$ cat src/rtl/led_channel_ctrl.sv
// Multi-channel LED/button controller: a shared tick prescaler, per-channel button
// synchronise/debounce, and per-channel OFF/ON/BLINK/BUTTON LED modes set by a write strobe.
module led_channel_ctrl #(
    parameter int NUM_CH          = 4,
    parameter int CLK_HZ          = 50_000_000,
    parameter int TICK_HZ         = 1000,
    parameter int PERIOD_W        = 16,
    parameter int DEF_HALF_PERIOD = 500,
    parameter int DEBOUNCE_TICKS  = 8
) (
    input  logic                                          sys_clk_50m,
    input  logic                                          sys_rst,
    input  logic [NUM_CH-1:0]                             buttons,
    input  logic                                          cfg_wr,
    input  logic [((NUM_CH > 1) ? $clog2(NUM_CH) : 1)-1:0] cfg_ch,
    input  logic [1:0]                                    cfg_mode,
    input  logic [PERIOD_W-1:0]                           cfg_half_period,
    output logic [NUM_CH-1:0]                             leds,
    output logic [NUM_CH-1:0]                             btn_pressed,
    output logic [NUM_CH-1:0]                             btn_press_evt
);
    localparam int CH_W     = (NUM_CH > 1) ? $clog2(NUM_CH) : 1;
    localparam int TICK_DIV = CLK_HZ / TICK_HZ;
    localparam int PRE_W    = (TICK_DIV > 1) ? $clog2(TICK_DIV) : 1;
    localparam int DB_W     = $clog2(DEBOUNCE_TICKS + 1);

    typedef enum logic [1:0] {
        MODE_OFF    = 2'd0,
        MODE_ON     = 2'd1,
        MODE_BLINK  = 2'd2,
        MODE_BUTTON = 2'd3
    } mode_e;

    logic [PRE_W-1:0]    presc;
    logic                tick;

    logic [NUM_CH-1:0]   sync_meta;
    logic [NUM_CH-1:0]   sync_btn;
    logic [NUM_CH-1:0]   stable;
    logic [NUM_CH-1:0]   stable_d;
    logic [DB_W-1:0]     db_cnt [NUM_CH];

    mode_e               mode          [NUM_CH];
    mode_e               mode_n        [NUM_CH];
    logic [PERIOD_W-1:0] half_period   [NUM_CH];
    logic [PERIOD_W-1:0] half_period_n [NUM_CH];
    logic [PERIOD_W-1:0] blink_cnt     [NUM_CH];
    logic [PERIOD_W-1:0] blink_cnt_n   [NUM_CH];
    logic [NUM_CH-1:0]   blink_st;
    logic [NUM_CH-1:0]   blink_st_n;
    logic [NUM_CH-1:0]   leds_n;

    // A half-period of 0 is treated as 1, so the terminal count never underflows.
    function automatic logic [PERIOD_W-1:0] blink_last(input logic [PERIOD_W-1:0] hp);
        return (hp == '0) ? '0 : hp - PERIOD_W'(1);
    endfunction

    assign tick = (presc == '0);

    always_ff @(posedge sys_clk_50m) begin
        if (sys_rst || tick) begin
            presc <= PRE_W'(TICK_DIV - 1);
        end else begin
            presc <= presc - PRE_W'(1);
        end
    end

    // The stable level only moves after DEBOUNCE_TICKS consecutive mismatching ticks.
    always_ff @(posedge sys_clk_50m) begin
        if (sys_rst) begin
            sync_meta     <= '1;
            sync_btn      <= '1;
            stable        <= '1;
            stable_d      <= '1;
            btn_press_evt <= '0;
            for (int i = 0; i < NUM_CH; i++) begin
                db_cnt[i] <= '0;
            end
        end else begin
            sync_meta     <= buttons;
            sync_btn      <= sync_meta;
            stable_d      <= stable;
            btn_press_evt <= stable_d & ~stable;
            for (int i = 0; i < NUM_CH; i++) begin
                if (sync_btn[i] == stable[i]) begin
                    db_cnt[i] <= '0;
                end else if (tick) begin
                    if (db_cnt[i] == DB_W'(DEBOUNCE_TICKS - 1)) begin
                        stable[i] <= sync_btn[i];
                        db_cnt[i] <= '0;
                    end else begin
                        db_cnt[i] <= db_cnt[i] + DB_W'(1);
                    end
                end
            end
        end
    end

    assign btn_pressed = ~stable;

    // A config write beats a coincident tick: the channel restarts its blink from zero.
    always_comb begin
        blink_st_n = blink_st;
        leds_n     = '0;
        for (int i = 0; i < NUM_CH; i++) begin
            mode_n[i]        = mode[i];
            half_period_n[i] = half_period[i];
            blink_cnt_n[i]   = blink_cnt[i];
            if (cfg_wr && (cfg_ch == CH_W'(i))) begin
                mode_n[i]        = mode_e'(cfg_mode);
                half_period_n[i] = cfg_half_period;
                blink_cnt_n[i]   = '0;
                blink_st_n[i]    = 1'b0;
            end else if (mode[i] != MODE_BLINK) begin
                blink_cnt_n[i]   = '0;
                blink_st_n[i]    = 1'b0;
            end else if (tick) begin
                if (blink_cnt[i] == blink_last(half_period[i])) begin
                    blink_cnt_n[i] = '0;
                    blink_st_n[i]  = ~blink_st[i];
                end else begin
                    blink_cnt_n[i] = blink_cnt[i] + PERIOD_W'(1);
                end
            end
            case (mode[i])
                MODE_OFF:    leds_n[i] = 1'b0;
                MODE_ON:     leds_n[i] = 1'b1;
                MODE_BLINK:  leds_n[i] = blink_st[i];
                MODE_BUTTON: leds_n[i] = btn_pressed[i];
            endcase
        end
    end

    always_ff @(posedge sys_clk_50m) begin
        if (sys_rst) begin
            for (int i = 0; i < NUM_CH; i++) begin
                mode[i]        <= MODE_OFF;
                half_period[i] <= PERIOD_W'(DEF_HALF_PERIOD);
                blink_cnt[i]   <= '0;
            end
            blink_st <= '0;
            leds     <= '0;
        end else begin
            for (int i = 0; i < NUM_CH; i++) begin
                mode[i]        <= mode_n[i];
                half_period[i] <= half_period_n[i];
                blink_cnt[i]   <= blink_cnt_n[i];
            end
            blink_st <= blink_st_n;
            leds     <= leds_n;
        end
    end

endmodule

$ cat config.mk
export PLATFORM = sky130hd
export DESIGN_NAME = led_channel_ctrl
export DESIGN_NICKNAME = d
export VERILOG_FILES = /design/src/rtl/led_channel_ctrl.sv
export SDC_FILE = /design/constraint.sdc
export NUM_CORES = 1
export LEC_CHECK = 0
export CORE_MARGIN = 2
export CORE_UTILIZATION = 35
export DETAILED_ROUTE_END_ITERATION = 12
export SYNTH_ARGS = -nofsm -noshare
export SYNTH_HDL_FRONTEND = slang
export SYNTH_SLANG_ARGS = --single-unit
$ cat constraint.sdc
create_clock -name sys_clk_50m -period 4.5 [get_ports sys_clk_50m]
set_input_delay 1.35 -clock sys_clk_50m [delete_from_list [all_inputs] [get_ports sys_clk_50m]]
set_output_delay 1.35 -clock sys_clk_50m [all_outputs]
set_load 0.02 [all_outputs]
### Yosys cells after proc, flatten, opt, wreduce, memory -nomap -nowiden

Memory sizes are Yosys's and may differ from the RTL's.
Cells that the tools add are included.

| storage, ports and cells | value |
|---|---|
| register bits after elaboration | 44 |
| latch bits | 0 |
| bits in writable memories | 152 |
| bits in read-only memories | 0 |
| input port bits | 27 |
| output and inout port bits | 12 |
| word-level logic and storage cells | 234 |
| memories kept | 4 |

Memories:

| name | words | bits a word | rd ports | clocked after Yosys merged registers in | write ports | line | source |
|---|---|---|---|---|---|---|---|
| blink_cnt | 4 | 16 | 4 | 0 | 4 | 47 | `logic [PERIOD_W-1:0] blink_cnt [NUM_CH];` |
| half_period | 4 | 16 | 4 | 0 | 4 | 45 | `logic [PERIOD_W-1:0] half_period [NUM_CH];` |
| db_cnt | 4 | 4 | 4 | 0 | 4 | 41 | `logic [DB_W-1:0] db_cnt [NUM_CH];` |
| mode | 4 | 2 | 4 | 0 | 4 | 43 | `mode_e mode [NUM_CH];` |

| operators by class | value |
|---|---|
| $add $sub $neg | 13 |
| $mul | 0 |
| div/mod/pow operators | 0 |
| magnitude comparators | 0 |
| equality and inequality tests | 31 |
| shift operators | 0 |
| multiplexer cells | 111 |
| bitwise gates (word level) | 34 |
| reduce and logical (&&, ||, !) cells | 27 |

Operator list:

| kind | number |
|---|---|
| $mux W16 | 32 |
| $logic_not A16 Y1 | 5 |
| $sub A16 B1 Y16 const B | 5 |
| $add A16 B1 Y16 const B | 4 |
| $eq A16 B16 Y1 | 4 |
| $mux W1 | 55 |
| $mux W4 | 12 |
| $or A1 B1 Y1 | 24 |
| $eq A2 B2 Y1 const B | 10 |
| $add A4 B1 Y4 const B | 4 |
| $eq A4 B3 Y1 const B | 4 |
| $mux W2 | 8 |
| $pmux W1 S4 | 4 |
| $reduce_and A3 Y1 | 4 |
| $reduce_or A3 Y1 | 4 |
| $eq A2 B1 Y1 const B | 5 |
| $logic_not A2 Y1 | 5 |
| $ne A2 B2 Y1 const B | 4 |
| $not A1 Y1 | 8 |
| $reduce_and A2 Y1 | 4 |
| $and A4 B4 Y4 | 1 |
| $eq A1 B1 Y1 | 4 |
| $logic_and A1 B1 Y1 | 4 |
| $not A4 Y4 | 1 |
| $logic_or A1 B1 Y1 | 1 |

### Longest topological paths before layout

Gate-level depths: netlist of run 1.

| logic depth | value |
|---|---|
| depth after elaboration | 8 |
| depth in mapped cells | 15 |
| gate-level depth less buffers | 10 |

### Least setup slack after synthesis of run 1

No wires, ideal clock.

| timing path | value |
|---|---|
| path kind | flip-flop to flip-flop |
| from | memory half_period[3][0] |
| to | memory blink_cnt[3][14] |
| setup time | 0.115 ns |
| arrival time | 3.057 ns |
| data required time | 4.385 ns |
| setup slack | 1.329 ns |
| cell stages (with the launch flop) | 16 |
| buffers on the path | 5 |
| period minus slack after synthesis | 3.171 ns |
| cell sequence | dfxtp_1 -> buf_2 -> inv_1 -> ha_1 -> buf_2 -> or3b_1 -> clkbuf_1 -> nor4_1 -> xor2_1 -> or3b_2 -> a32o_1 -> nor4_1 -> nand2b_1 -> buf_4 -> buf_6 -> nor2_1 |

RTL lines:

| element | line |
|---|---|
| start: declaration | 45 |
| end: declaration | 47 |

==> results of run 1 <==
worst max-delay path by stage:
stage | from | to | cells after the start
final | half_period[3][0] | blink_cnt[3][8] | 10
after CTS | half_period[3][0] | blink_cnt[3][8] | 10
after global routing | half_period[3][0] | blink_cnt[3][2] | 10
after floorplan | half_period[3][0] | blink_cnt[3][14] | 15
after global placement | half_period[3][0] | blink_cnt[3][13] | 10
after detailed placement | half_period[3][0] | blink_cnt[3][8] | 10
report_power, final:
group | internal [mW] | switching (mW) | total [mW] | leakage [nW]
logic | 0.103 | 0.146 | 0.249 | 1.99
clock network | 0.724 | 0.716 | 1.44 | 0.266
registers | 1.79 | 0.0557 | 1.84 | 1.65
routing by layer:
metal  share of wire  vias to the layer above
met3           0.053                       38
met2            0.44                      244
li1                -                     4862
met4           0.015                        4
met5         0.00080                        -
met1            0.49                     4596
state kept, by name (all words and copies together) (netlist names):
register       flops
blink_cnt         64
blink_st           4
btn_press_evt      4
db_cnt            16
half_period       64
leds               4
mode               8
presc             16
stable             4
stable_d           4
sync_btn           4
sync_meta          4
layout make-up:
class                   count  area, sq um  share of cell area
flip-flops and latches    196         4080               0.334
inverters                  41          154              0.0126
well taps                 402          503              0.0412
multi-input cells        1063         6490               0.532
clock buffers              17          425              0.0348
clock inverters            14          121             0.00993
repair buffers             46          435              0.0356
metrics by stage:
stage                     total power [mW]  utilization  area [sq um]
after floorplan                       2.04            -         11100
after global placement                2.13        0.372         11700
after detailed placement              2.13        0.372         11700
after CTS                             3.57        0.389         12200
after global routing                  3.67        0.389         12200
final                                 3.53        0.389         12200
cells by family after synthesis:
logic type	Yosys count	share of synthesized area
compound gates	206	0.127
xor+xnor	132	0.106
fa+ha+maj	13	0.0147
buf+inv	124	0.0462
flops	196	0.369
mux	13	0.0122
simple gates	699	0.325
synthesized netlist by cell type (9+ instances only):
master	n
ha_1	13
edfxtp_1	16
or3_1	20
mux2i_1	9
nand3_1	41
nor4_1	28
buf_1	9
a21oi_1	79
dfxtp_1	180
nor2_1	127
nand2_1	224
or2_2	20
clkbuf_1	61
or4_1	20
inv_1	41
nand3b_1	33
nand2b_1	9
nand4_1	35
and3_1	18
o21ai_0	27
xnor2_1	72
xor2_1	59
nor3_1	62
==> results.txt, run 1 <==
Outcome: finished clean
CP Class: reg -> reg
Mapped Nets: 1,423
Avg Cell Area, Syn: 8.01 sq um
Main area contributors after synthesis: dfxtp_1 (33%), nand2_1 (7.6%), xnor2_1 (5.7%), xor2_1 (4.7%), edfxtp_1 (4.3%)
Gpl congestion: 0.865
Clk Latency, worst-skew pair: 430 ps
Final #Nets: 1,405
Vias in the first global route: 9,085
Hold path cells: 1
Crit path setup slack, layout: 713 ps
I/O pins: 39
Drt pass-1 iters: 5
CP Data Required Time: 4800 ps
Commonest register cell after synthesis: dfxtp_1
Final Hold Viols: 0
Placed insts: 1,748
Layout cell share with drive strength beyond 1: 0.0625
H-tree depth: 4
Commonest cells after routing, fill and taps aside: nand2_1 (224), dfxtp_1 (180), nor2_1 (127)
Busiest grt layer: met2
Post-CTS setup buffers: 0
Min Tclk post-route: 3790 ps
Ys Warns: 0
Final std cells w/o fill: 1,779
Setup TNS: 0 ps
Fmax: 264 MHz
Power density over the cells: 289 nW/um^2
Fin. max-slew vios: 0
Worst Setup Start Kind: flop
Biggest area consumer among synthesized cells: dfxtp_1
Seq/Total Area, Yosys: 0.369
Fin crit share: 0.842
Initial core utilization: 0.353
Min-Delay Path Class: reg -> reg
Top delay family on crit path: simple AND/OR/NAND/NOR gates
Gr usage total: 0.174
Die Ht: 182 um
GRT Residual Overflow: 0
Worst path cell trace: inv_1, ha_1, or3b_1, or3_1, and3_1, a2111oi_0, o2111ai_1, nor4_1, nand2b_1, nor2_1
Relative slew slack: 0.312
Worst hold slack: 402 ps
Commonest non-fill, non-tap cell in the layout: nand2_1
Total Wirelength: 28,600 um
Cell area after synthesis: 11,100 sq um
Kind of end point of the critical path: flop
Initial DRC count: 704
Worst reg2reg startpoint: half_period[3][0]
Filler cells: 3,209
Cts repair resizes: 0
Root Driver: clkbuf_16
Drt wl/cell: 16.1 um
CTS sink cnt: 196
Final Setup Violations: 0
Endpoint, Worst Hold: presc[0]
Crit-path slowest cell: nand2b_1
Num CTS Buffers: 17
# port buffers: 38
Max_cap viols: 0
Pre-CTS WS: 663 ps
Worst-path fanout max: 16
Worst-Margin Slew: 1020 ps
Worst hold path startpoint: presc[0]
Global-route wire length before repair: 47,000 um
Die width: 182 um
Via Count: 9,744
DRC viols: 0
FF+latch count, synth: 196
M1 GR Usage: 0.241
Crit path DAT: 4090 ps
Num rows: 65
Antenna Nets Post-Route: 0
Worst VDD drop: 248 uV
Met2 usage: 0.276
# hold bufs at CTS: 0
CTS tree: yes
Worst r2r path cells: 10
EDFF count, synth: 16
LEAKAGE: 3.91 nW
Post-synthesis cell type count: 84
Reg-to-reg slack, setup: 710 ps
Mapped Cells: 1,383
R2R Path End: blink_cnt[3][8]
Worst Clk Skew: 11.2 ps
Fraction of registers with async set/reset: 0
Clock tree buffer depth: 2
Initial antenna violation count: 2
RSZ-0062 raised after global routing: no
Reg clk slew, reported paths: 70 ps
Share of the synthesized area in the top cell type: 0.325
CORE AREA: 31,400 sq um
Area of the die: 33,100 sq um
Met3 usage: 0.0349
Antenna diode count: 0
Routed vias/inst: 5.48
Area grow syn2layout: 10.3%
Largest net degree at the start of global routing: 42
Number of buffers and inverters on the critical path: 1
Slowest Stage Delay on Critical Path: 580 ps
Post-DP HPWL: 20,700 um
(Power assumes the default switching activity.)
==> run 2: changes to the inputs <==
==> constraint.sdc (replaced) <==
create_clock -name sys_clk_50m -period 3.9 [get_ports sys_clk_50m]
set_input_delay 1.17 -clock sys_clk_50m [delete_from_list [all_inputs] [get_ports sys_clk_50m]]
set_output_delay 1.17 -clock sys_clk_50m [all_outputs]
set_load 0.02 [all_outputs]
==> results.txt, run 2 (synthesized netlist as in run 1, its figures left out) <==
Reg clk slew, reported paths: 80 ps
# hold bufs at CTS: 0
Layout cell share with drive strength beyond 1: 0.0752
CORE AREA: 31,400 sq um
Fmax: 279 MHz
Worst reg2reg startpoint: half_period[3][0]
Max_cap viols: 0
Fin crit share: 0.918
Worst Setup Start Kind: flop
Filler cells: 3,185
Worst hold path startpoint: presc[0]
Area grow syn2layout: 11.7%
Root Driver: clkbuf_16
Routed vias/inst: 5.50
Global-route wire length before repair: 48,400 um
Setup TNS: 0 ps
RSZ-0062 raised after global routing: no
GRT Residual Overflow: 0
Initial DRC count: 719
H-tree depth: 4
Clock tree buffer depth: 2
LEAKAGE: 4.00 nW
I/O pins: 39
Largest net degree at the start of global routing: 46
Drt pass-1 iters: 8
Antenna Nets Post-Route: 0
Final std cells w/o fill: 1,798
CTS sink cnt: 196
Slowest Stage Delay on Critical Path: 500 ps
Outcome: finished clean
Worst VDD drop: 345 uV
Area of the die: 33,100 sq um
Gr usage total: 0.179
Crit path DAT: 3930 ps
Fin. max-slew vios: 0
Worst-path fanout max: 10
Worst setup path startpoint: half_period[3][0]
Die width: 182 um
Post-DP HPWL: 21,000 um
Relative slew slack: 0.361
Die Ht: 182 um
CP Data Required Time: 4250 ps
Initial antenna violation count: 2
Antenna diode count: 0
CTS tree: yes
# port buffers: 38
Clk Latency, worst-skew pair: 450 ps
Min-Delay Path Class: reg -> reg
Post-CTS setup buffers: 0
Vias in the first global route: 9,385
Kind of end point of the critical path: flop
Worst hold slack: 396 ps
DRC viols: 0
CP Class: reg -> reg
Drt wl/cell: 16.1 um
Final Hold Viols: 0
Top Registers: blink_cnt x64, half_period x64
Cts repair resizes: 0
Total Wirelength: 29,000 um
Commonest cells after routing, fill and taps aside: nand2_1 (224), dfxtp_1 (180), nor2_1 (127)
Num rows: 65
Power density over the cells: 335 nW/um^2
Worst path cell trace: inv_1, ha_1, or3b_1, nor4_1, xor2_1, or3b_2, a32o_1, nor4_1, buf_4, nand2b_1, buf_4, nor2_1
Final #Nets: 1,423
Final Setup Violations: 0
Worst-Margin Slew: 950 ps
Worst Clk Skew: 10.3 ps
Placed insts: 1,766
Crit-path slowest cell: or3b_1
Min Tclk post-route: 3580 ps
Gpl congestion: 0.897
Initial core utilization: 0.353
Commonest non-fill, non-tap cell in the layout: nand2_1
Num CTS Buffers: 17
Via Count: 9,895
run 2: cell count changes in the layout (fill, tap and decap cells not counted), sizes merged:
cell / previous run / this run
clkinv: 5 / 4
buf: 9 / 27
inv: 48 / 50
run 2: critical path: cells and delay by family (launching register included):
kind                       cells  cell delay, ps
adders and majority gates      1             340
AOI/OAI and AO/OA              1             260
DFF                            1             390
xor gates and xnor gates       1             130
and+or+nand+nor                6            1880
buffers and inverters          3             490
run 2: worst paths after layout:
kind / end / slack (ps) / cells past startpoint
setup / recovery: blink_cnt[3][7] / 320 / 12
hold / removal: presc[0] / 400 / 1
setup reg to reg: blink_cnt[3][7] / 320 / 12
hold reg to reg: presc[0] / 400 / 1
run 2: stage by stage:
step / total power [mW] / setup WS [ps] / instance area (sq um) / util
final: 4.14 / 319 / 12400 / 0.394
after detailed placement: 2.46 / 365 / 11800 / 0.376
after floorplan: 2.35 / 729 / 11100 / -
after CTS: 4.18 / 327 / 12400 / 0.394
after global routing: 4.32 / 80.7 / 12400 / 0.394
after global placement: 2.46 / 364 / 11800 / 0.376
run 2: layout make-up:
| type | instances | area, sq um | area share |
|---|---|---|---|
| Multi-Input combinational cell | 1063 | 6490 | 0.525 |
| Sequential cell | 196 | 4080 | 0.330 |
| Timing Repair Buffer | 64 | 571 | 0.0461 |
| Tap cell | 402 | 503 | 0.0407 |
| Clock buffer | 17 | 425 | 0.0344 |
| Inverter | 41 | 154 | 0.0124 |
| Clock inverter | 15 | 138 | 0.0111 |
run 2: routing by layer:
layer,GRT usage,up-vias,wire (um)
met5,0,-,23
met4,0.0623,4,588
met3,0.0297,46,1440
met2,0.281,262,12900
met1,0.249,4693,14100
li1,-,4890,-
run 2: power breakdown:
group	total, mW	leakage, nW	internal, mW	switching [mW]
logic	0.302	2.07	0.124	0.178
registers	2.12	1.65	2.06	0.0572
clock network	1.72	0.274	0.848	0.869
total	4.14	4.00	3.04	1.10
==> run 3: changes to the inputs <==
--- a/config.mk
+++ b/config.mk
@@ -5,9 +5,11 @@
 export SDC_FILE = /design/constraint.sdc
 export NUM_CORES = 1
 export LEC_CHECK = 0
+export CAP_MARGIN = 10
 export CORE_MARGIN = 2
-export CORE_UTILIZATION = 35
+export CORE_UTILIZATION = 55
 export DETAILED_ROUTE_END_ITERATION = 12
+export PLACE_DENSITY = 0.73
 export SYNTH_ARGS = -nofsm -noshare
 export SYNTH_HDL_FRONTEND = slang
 export SYNTH_SLANG_ARGS = --single-unit
==> results.txt, run 3 (synthesized netlist as in run 1, its figures left out) <==
Initial core utilization: 0.565
H-tree depth: 4
Root Driver: clkbuf_16
Routed vias/inst: 5.98
Area of the die: 21,300 sq um
Post-CTS setup buffers: 0
Crit path DAT: 3990 ps
Outcome: finished clean
GRT Residual Overflow: 0
Worst VDD drop: 325 uV
Worst hold path startpoint: presc[0]
Initial DRC count: 825
Clock tree buffer depth: 2
Gr usage total: 0.262
Final Hold Viols: 0
Top delay family on crit path: simple AND/OR/NAND/NOR gates
Worst r2r path cells: 8
Die width: 146 um
Sequential share of power: 0.478
Drt wl/cell: 16.6 um
Hold path cells: 1
CTS sink cnt: 196
Fmax: 272 MHz
# hold bufs at CTS: 0
Total Wirelength: 27,500 um
Final Setup Violations: 0
Drt pass-1 iters: 5
Total power: 4.45 mW
Post-route cell area: 12,300 sq um
Kind of end point of the critical path: flop
Worst Setup Start Kind: flop
Worst-path fanout max: 16
Worst-Margin Slew: 1050 ps
Global-route wire length before repair: 46,200 um
LEAKAGE: 4.04 nW
CP Data Required Time: 4210 ps
Layout cell share with drive strength beyond 1: 0.0711
Antenna Nets Post-Route: 0
CTS tree: yes
Flip-flop and latch area: 4080 sq um
Power density over the cells: 362 nW/um^2
I/O pins: 39
Multi-input logic area: 6490 sq um
Endpoint, Worst Hold: presc[0]
RSZ-0062 raised after global routing: no
Largest net degree at the start of global routing: 36
Clk Latency, worst-skew pair: 440 ps
Via Count: 9,917
Filler cells: 1,723
R2R Path End: blink_cnt[0][8]
Antenna diode count: 0
Max_cap viols: 0
Commonest non-fill, non-tap cell in the layout: nand2_1
Fin crit share: 0.944
Sw Pwr: 0.992 mW
Num CTS Buffers: 17
Num rows: 51
Reg clk slew, reported paths: 70 ps
Min Tclk post-route: 3680 ps
Number of buffers and inverters on the critical path: 0
Initial antenna violation count: 0
Cts repair resizes: 0
Crit-path slowest cell: or4_1
Logic pwr share: 0.066
Vias in the first global route: 9,192
Top Registers: blink_cnt x64, half_period x64
Fin. max-slew vios: 0
# port buffers: 38
Clock network power share: 0.456
Die Ht: 146 um
CP Class: reg -> reg
Worst reg2reg startpoint: half_period[0][6]
Reg-to-reg slack, setup: 220 ps
Final #Nets: 1,419
Min-Delay Path Class: reg -> reg
Commonest cells after routing, fill and taps aside: nand2_1 (224), dfxtp_1 (180), nor2_1 (127)
Slowest Stage Delay on Critical Path: 620 ps
Cell Area, Placed: 11,600 sq um
Area grow syn2layout: 11.0%
DRC viols: 0
Worst Clk Skew: 7.93 ps
Setup TNS: 0 ps
Worst path cell trace: or4_1, nor4_1, mux2_2, a221o_1, a2111oi_0, o2111a_1, nand2b_1, nor2_1
Post-DP HPWL: 19,400 um
Internal power: 3.46 mW
CORE AREA: 19,600 sq um
Relative slew slack: 0.290
Sw Ratio: 0.223
Gpl congestion: 0.934
## run 3: changes by cell type in the layout (fill, tap and decap cells not counted)
cell	change
clkbuf_8	+4
clkinvlp_4	-1
inv_8	-5
bufinv_16	+6
buf_4	-4
clkinv_2	+1
clkinv_4	-3
clkbuf_1	+2
inv_6	-4
## run 3: area by class of cell
class,count,share of cell area
clock buffer,23,0.0397
clock inverter,9,0.0161
inverter,41,0.0125
multi-input combinational,1063,0.528
sequential,196,0.332
tap,265,0.0270
timing repair buffer,60,0.0440
## run 3: power by group through the flow
stage	sequential [mW]	clock [mW]	combinational, mW
6_report	2.13	2.03	0.295
3_3_place_gp	2.17	0	0.284
2_1_floorplan	2.14	0	0.212
4_1_cts	2.12	2.06	0.291
3_5_place_dp	2.17	0	0.286
5_1_grt	2.13	2.15	0.325
## run 3: metal layers
| metal | wire length [um] | GRT usage |
|---|---|---|
| met2 | 12600 | 0.426 |
| met1 | 12600 | 0.358 |
| met4 | 379 | 0.0627 |
| met3 | 1890 | 0.0536 |
| met5 | 0 | 0 |
## run 3: worst max-delay path by stage
stage | startpoint | endpoint | slack (ps) | cells past startpoint
floorplan | half_period[3][0] | blink_cnt[3][14] | 730 | 15
global placement | half_period[0][6] | blink_cnt[0][15] | 570 | 8
detailed placement | half_period[0][6] | blink_cnt[0][3] | 470 | 8
CTS | half_period[0][6] | blink_cnt[0][3] | 310 | 8
global route | half_period[0][5] | blink_cnt[0][14] | 20 | 8
finish | half_period[0][6] | blink_cnt[0][8] | 220 | 8
## run 3: metrics by stage
step                      instances  setup WS [ps]  hold slack [ps]   util
after detailed placement       1625            467              385  0.592
after floorplan                1383            729              367      -
final                          1657            217              402  0.627
after global placement         1625            574              379  0.592
after global routing           1657           15.2              424  0.627
after CTS                      1657            308              401  0.627
